## src/rtl/challenge_attempt_ctrl.sv

```systemverilog
`default_nettype none
// +---------------------------------------------------------------------------+
// | challenge_attempt_ctrl                                                    |
// | Frames UART bytes into key attempts, checks the result, enforces lockout. |
// | Rev 1.0 - initial release                                                 |
// +---------------------------------------------------------------------------+
module challenge_attempt_ctrl #(
  parameter int          KEY_BYTES      = 8,
  parameter int          BYTE_TIMEOUT   = 8700,
  parameter int          MAX_FAILS      = 3,
  parameter int          LOCKOUT_CYCLES = 10000000,
  parameter logic [7:0]  RELOCK_BYTE    = 8'h1B
) (
  input  logic       clk_10,
  input  logic       rst,
  input  logic       byte_valid,
  input  logic [7:0] byte_data,
  input  logic       key_match,
  output logic       shift_en,
  output logic [7:0] shift_data,
  output logic       clear_key,
  output logic       unlocked,
  output logic       locked_out,
  output logic [3:0] fail_count
);

  localparam int c_idx_w  = $clog2(KEY_BYTES + 1);
  localparam int c_tmo_w  = $clog2(BYTE_TIMEOUT + 1);
  localparam int c_lock_w = (LOCKOUT_CYCLES > 1) ? $clog2(LOCKOUT_CYCLES) : 1;

  localparam logic [c_idx_w-1:0]  c_idx_last  = c_idx_w'(KEY_BYTES);
  // Loaded one below the limit so clear_key lands BYTE_TIMEOUT cycles after the last byte.
  localparam logic [c_tmo_w-1:0]  c_tmo_load  = c_tmo_w'(BYTE_TIMEOUT - 1);
  localparam logic [c_lock_w-1:0] c_lock_load = c_lock_w'(LOCKOUT_CYCLES - 1);
  localparam logic [3:0]          c_fail_max  = 4'(MAX_FAILS);

  typedef enum logic [2:0] {
    ST_IDLE     = 3'd0,
    ST_COLLECT  = 3'd1,
    ST_CHECK    = 3'd2,
    ST_UNLOCKED = 3'd3,
    ST_LOCKOUT  = 3'd4
  } state_t;

  state_t              r_state,    w_state_next;
  logic [c_idx_w-1:0]  r_idx,      w_idx_next;
  logic [c_tmo_w-1:0]  r_tmo,      w_tmo_next;
  logic [c_lock_w-1:0] r_lock,     w_lock_next;
  logic                r_chk_wait, w_chk_wait_next;
  logic [3:0]          r_fail,     w_fail_next;
  logic                r_shift_en, w_shift_en_next;
  logic [7:0]          r_shift_data;
  logic                r_clear,    w_clear_next;
  logic                r_unlocked, r_locked;
  logic                w_load_data;
  logic [c_idx_w-1:0]  w_idx_inc;
  logic [3:0]          w_fail_inc;

  assign w_idx_inc  = r_idx + 1'b1;
  assign w_fail_inc = r_fail + 4'd1;

  always_comb begin
    w_state_next    = r_state;
    w_idx_next      = r_idx;
    w_tmo_next      = r_tmo;
    w_lock_next     = r_lock;
    w_chk_wait_next = 1'b0;
    w_fail_next     = r_fail;
    w_shift_en_next = 1'b0;
    w_clear_next    = 1'b0;
    w_load_data     = 1'b0;
    case (r_state)
      ST_IDLE: begin
        if (byte_valid) begin
          w_shift_en_next = 1'b1;
          w_load_data     = 1'b1;
          w_idx_next      = c_idx_w'(1);
          w_tmo_next      = c_tmo_load;
          w_state_next    = (KEY_BYTES == 1) ? ST_CHECK : ST_COLLECT;
        end
      end
      ST_COLLECT: begin
        if (byte_valid) begin
          w_shift_en_next = 1'b1;
          w_load_data     = 1'b1;
          w_idx_next      = w_idx_inc;
          w_tmo_next      = c_tmo_load;
          if (w_idx_inc == c_idx_last)
            w_state_next = ST_CHECK;
        end else if (r_tmo <= c_tmo_w'(1)) begin
          w_clear_next = 1'b1;
          w_idx_next   = '0;
          w_tmo_next   = '0;
          w_state_next = ST_IDLE;
        end else begin
          w_tmo_next = r_tmo - 1'b1;
        end
      end
      ST_CHECK: begin
        // First CHECK cycle overlaps the final shift; key_match is valid on the second.
        if (!r_chk_wait) begin
          w_chk_wait_next = 1'b1;
        end else begin
          w_idx_next = '0;
          w_tmo_next = '0;
          if (key_match) begin
            w_fail_next  = '0;
            w_state_next = ST_UNLOCKED;
          end else begin
            w_clear_next = 1'b1;
            w_fail_next  = w_fail_inc;
            if (w_fail_inc >= c_fail_max) begin
              w_lock_next  = c_lock_load;
              w_state_next = ST_LOCKOUT;
            end else begin
              w_state_next = ST_IDLE;
            end
          end
        end
      end
      ST_UNLOCKED: begin
        if (byte_valid && (byte_data == RELOCK_BYTE)) begin
          w_clear_next = 1'b1;
          w_state_next = ST_IDLE;
        end
      end
      ST_LOCKOUT: begin
        if (r_lock == '0) begin
          w_clear_next = 1'b1;
          w_fail_next  = '0;
          w_state_next = ST_IDLE;
        end else begin
          w_lock_next = r_lock - 1'b1;
        end
      end
      default: w_state_next = ST_IDLE;
    endcase
  end

  always_ff @(posedge clk_10 or posedge rst) begin
    if (rst) begin
      r_state      <= ST_IDLE;
      r_idx        <= '0;
      r_tmo        <= '0;
      r_lock       <= '0;
      r_chk_wait   <= 1'b0;
      r_fail       <= '0;
      r_shift_en   <= 1'b0;
      r_shift_data <= '0;
      r_clear      <= 1'b0;
      r_unlocked   <= 1'b0;
      r_locked     <= 1'b0;
    end else begin
      r_state      <= w_state_next;
      r_idx        <= w_idx_next;
      r_tmo        <= w_tmo_next;
      r_lock       <= w_lock_next;
      r_chk_wait   <= w_chk_wait_next;
      r_fail       <= w_fail_next;
      r_shift_en   <= w_shift_en_next;
      r_clear      <= w_clear_next;
      r_unlocked   <= (w_state_next == ST_UNLOCKED);
      r_locked     <= (w_state_next == ST_LOCKOUT);
      if (w_load_data)
        r_shift_data <= byte_data;
    end
  end

  assign shift_en   = r_shift_en;
  assign shift_data = r_shift_data;
  assign clear_key  = r_clear;
  assign unlocked   = r_unlocked;
  assign locked_out = r_locked;
  assign fail_count = r_fail;

endmodule
`default_nettype wire
```

## config.mk

```make
export PLATFORM = sky130hd
export DESIGN_NAME = challenge_attempt_ctrl
export DESIGN_NICKNAME = d
export VERILOG_FILES = /design/src/rtl/challenge_attempt_ctrl.sv
export SDC_FILE = /design/constraint.sdc
export NUM_CORES = 1
export LEC_CHECK = 0
export CAP_MARGIN = 30
export CORE_MARGIN = 2
export CORE_UTILIZATION = 60
export CTS_BUF_LIST = sky130_fd_sc_hd__clkbuf_8
export CTS_CLUSTER_DIAMETER = 100
export DETAILED_ROUTE_END_ITERATION = 10
export DONT_BUFFER_PORTS = 1
export GPL_ROUTABILITY_DRIVEN = 0
export GPL_TIMING_DRIVEN = 0
export PLACE_DENSITY = 0.76
export SKIP_CTS_REPAIR_TIMING = 1
export SYNTH_ARGS = -nofsm -noshare
export SYNTH_HDL_FRONTEND = slang
export SYNTH_SLANG_ARGS = --single-unit
```

## constraint.sdc

```tcl
create_clock -name clk_10 -period 2.35 [get_ports clk_10]
set_clock_uncertainty 0.1 [all_clocks]
set_input_delay 0.47 -clock clk_10 [delete_from_list [all_inputs] [get_ports clk_10]]
set_output_delay 0.47 -clock clk_10 [all_outputs]
set_load 0.005 [all_outputs]
```

# Word level (Yosys, flattened, before mapping)
# Cells that the tools add are included.
# W data, S select, Z words.
dict set report totals {
  register_bits 62
  in_bits 12
  output_inout_bits 16
  elab_cells 82
}
dict set report classes {
  add_sub_neg 4
  order_cmp 2
  n_eq_ne 15
  n_mux 40
  reduce_logical 10
}
# operator n
set ops {}
lappend ops {{$mux W24} 4}
lappend ops {{$mux W14} 4}
lappend ops {{$pmux W24 S2} 1}
lappend ops {{$pmux W14 S3} 1}
lappend ops {{$mux W4} 7}
lappend ops {{$mux W3} 9}
lappend ops {{$logic_not A24 Y1} 1}
lappend ops {{$sub A24 B1 Y24 const B} 1}
lappend ops {{$pmux W3 S5} 1}
lappend ops {{$le A14 B1 Y1 const B} 1}
lappend ops {{$sub A14 B1 Y14 const B} 1}
lappend ops {{$ne A2 B2 Y1 const B} 6}
lappend ops {{$pmux W4 S3} 1}
lappend ops {{$mux W1} 10}
lappend ops {{$eq A3 B2 Y1 const B} 3}
lappend ops {{$add A4 B1 Y4 const B} 2}
lappend ops {{$eq A8 B5 Y1 const B} 1}
lappend ops {{$pmux W4 S2} 1}
lappend ops {{$eq A3 B3 Y1 const B} 2}
lappend ops {{$reduce_and A3 Y1} 2}
lappend ops {{$reduce_and A5 Y1} 1}
lappend ops {{$eq A4 B4 Y1 const B} 1}
lappend ops {{$ge A4 B2 Y1 const B} 1}
lappend ops {{$pmux W1 S4} 1}
lappend ops {{other kinds (8)} 8}

# Longest topological paths before layout
dict set report logic_depth {
  word_depth 7
  mapped_depth 9
}

# Least setup slack after synthesis
# Ideal clock, no wire load.
dict set report synth_timing {
  path_kind {reg-to-reg}
  start {reg r_tmo[4]}
  end {reg r_clear, in the netlist clear_key}
  setup_time_ns 0.092
  arrival_ns 2.175
  t_required_ns 2.158
  slack_ns -0.017
  path_stages_with_launch 6
  path_buffers 0
  synth_period_minus_slack_ns 2.367
  cell_sequence {dfrtp_1 > or4_4 > or4b_4 > or4_1 > o211a_1 > o31ai_2}
}
dict set report synth_via {
  elab_chain_cells 4
}
# item line_no
set synth_rtl {}
lappend synth_rtl {{start, declared} 47} ;# logic [c_tmo_w-1:0] r_tmo, w_tmo_next;
lappend synth_rtl {{start signal, assigned} 156} ;# r_tmo <= w_tmo_next;
lappend synth_rtl {{$le A14 B1 Y1} 90} ;# end else if (r_tmo <= c_tmo_w'(1)) begin
lappend synth_rtl {{$mux W1} 90}
lappend synth_rtl {{$mux W1} 83} ;# if (byte_valid) begin
lappend synth_rtl {{$pmux W1 S4} 72} ;# case (r_state)
lappend synth_rtl {{named net w_clear_next} 53} ;# logic r_clear, w_clear_next;
lappend synth_rtl {{end signal, assigned} 161} ;# r_clear <= w_clear_next;
lappend synth_rtl {{end, declared} 53}
# The timed path passes the listed nets, and every way through them passes these cells.
# A chain may end at the register's enable or synchronous reset.

# Worst setup path in the final report
dict set report layout_timing {
  start {reg r_tmo[5]}
  end {reg r_clear, in the netlist clear_key}
}
# The elaborated chain is that of the path after synthesis.

==> metrics.yaml <==
reg2reg_setup_slack_ns: -0.11
maxCapViolations: 0
ctsLongestPathBuffers: 2
yosysTopAreaCellShare_pct: 45.4
die_area_sq_um: 6320
wirelength_mm: 8.01
first_pass_iters: 5
regArea_sq_um: 1550
multi_input_area_sq_um: 1890
required_ns: 2.51
cp_max_fo: 3
areaGrowthSynthToFinish_pct: 15.9
drive_gt1_share_pct: 18.9
worstSetupPathType: "reg2reg"
yosysWarnings: 0
cts.clk_slew.worst_paths_ns: 0.07
drcViolationCount: 0
cts_sinks: 62
layout_setup_ws_ns: -0.105
grt_overflow: 0
fin_util_pct: 72.0
crit_path_start_kind: "register"
rr_startpoint: "r_tmo[5]"
ys_seq_area_share_pct: 45.4
fmax_mhz: 407
clock_latency_ns: 0.36
grt_pass1_wl_mm: 13.0
track_usage_pct: 26.4
critPathArrivalTime_ns: 2.61
vias_per_cell: 6.45
root_buffer: "clkbuf_8"
outcome: "finished, violations left"
tritoncts: "done"
synth-edff-count: 0
hpwlAfterDp_mm: 5.27
nets: 393
grt_pass1_vias: 2836
cts_buffers: 9
start_util_pct: 62.1
fin_crit_sh_pct: 104
synth.distinct_cells: 60
antenna_found_initial: 0
first_iter_violations: 117
ios: 28
synth.most_common_cell: "dfrtp_1"
netlist_area_sq_um: 3420
core_sq_um: 5510
syn_area_per_cell_sq_um: 9.69
hold_viol: 0
grt_max_degree: 42
placed_area_sq_um: 3530
die_w_um: 79.5
hold_path.class: "in2reg"
endpoint_kind: "register"
ys_top_cells_by_area: "dfrtp_1 (45%), a21oi_1 (4.0%), mux2_2 (3.3%)"
finalCriticalPeriod_ns: 2.46
place_ws_ns: -0.396
htree_levels: 3
rsz0062_at_grt: "true"
synth_ff_type: "dfrtp_1"
die_h_um: 79.5
io_buffers: 0
slew_headroom_pct: 48.2
synth_top_area_cell: "dfrtp_1"
maxSlewViolCount: 0
worst_pin_slew_ns: 0.769
antenna_cells: 0
synth_nets: 371
violations: "negative setup slack"
pwr_density_cell_nw_per_um2: 959
std_cell_rows: 27
wire_per_inst_um: 17.7
synthCells: 353
hp-start: "key_match"
postRouteAntennaNets: 0
vdd_ir_drop_max_mv: 0.630
leakage_nw: 1.65
synth_seq_cells: 62
async_flop_share_pct: 100
via_count: 2914
report.final.setup_viol: 1
final_area_sq_um: 3960
n_fill_cell: 403
cp-startpoint: "r_tmo[5]"
synth_common_cells: "dfrtp_1 (62), a21oi_1 (27), nand2_1 (24), nor2_1 (24), nor3_1 (18)"
sequential cells by signal, summed over array words and instances, names as in the netlist, 3 cells and up:
name / cells
r_lock: 24
r_idx: 4
r_state: 3
shift_data: 8
r_tmo: 14
fail_count: 4
power by group:
group	switching [mW]	internal [mW]
clock network	0.484	0.613
registers	0.241	1.28
logic	0.651	0.531
kinds of logic after synthesis:
family | after synthesis | synth area share [%]
simple gates | 136 | 22.3
mux | 11 | 3.58
flops | 62 | 45.4
fa+ha+maj | 6 | 2.19
xor+xnor | 7 | 1.79
compound gates | 106 | 21.8
buf+inv | 25 | 3.00
worst max-delay path, cell delays in order, from the launching register on:
cell and delay (ns):
dfrtp_2 0.41, or4_4 0.55, or4b_4 0.52, or4_4 0.44, o211a_1 0.15, o31ai_2 0.19
layout make-up:
type / instances / share of cell area, %
inverters: 12 / 1.14
flip-flops and latches: 62 / 39.2
multi-input cells: 266 / 47.6
clock buffers: 9 / 3.13
repair buffers: 12 / 2.65
clock inverters: 7 / 2.65
well taps: 72 / 2.27
plain buffers: 12 / 1.39
stage by stage:
stage / hold WS, ns / power, mW / cells / TNS (ns)
global placement: 0.367 / 2.54 / 425 / -30.76
detailed placement: 0.299 / 2.59 / 426 / -8.34
global route: 0.155 / 4.01 / 452 / -0.571
finish: 0.156 / 3.80 / 452 / -0.105
floorplan: 0.344 / 2.33 / 353 / -0.0129
CTS: -0.0844 / 3.69 / 442 / -9.97
layer usage:
layer / up-vias / share of wire (%) / global-route usage [%]
met5: - / 0 / 0
met4: 0 / 1.8 / 13.1
met3: 16 / 5.1 / 6.45
met2: 71 / 49 / 42.8
met1: 1444 / 44 / 33.1
li1: 1383 / - / -
placed cells by master (no fill, tap or decap), drive strengths merged, types with 3 or more instances in the layout:
master  count
dfrtp      62
a21oi      27
nor2       24
nand2      24
nor3       18
clkbuf     17
buf        15
inv        15
o21ai      13
o31ai      12
or3        11
mux2       10
nor4       10
nand3       9
a21o        7
nand2b      7
o21a        6
a31oi       6
ha          6
and3        5
a22o        5
nand4       5
xnor2       5
nor3b       5
o22a        4
o211ai      3
nand4b      3
a221o       3
or2         3
a211o       3
nor4b       3
final timing paths:
path                              endpoint  cells past startpoint
worst max register to register   clear_key                      5
max in group asynchronous       r_state[2]                      3
worst max-delay path             clear_key                      5
worst min-delay path              unlocked                      2
worst min register to register    r_tmo[7]                      1
min in group asynchronous        r_lock[3]                      2
Note: power is estimated with default switching activity, not from simulation.
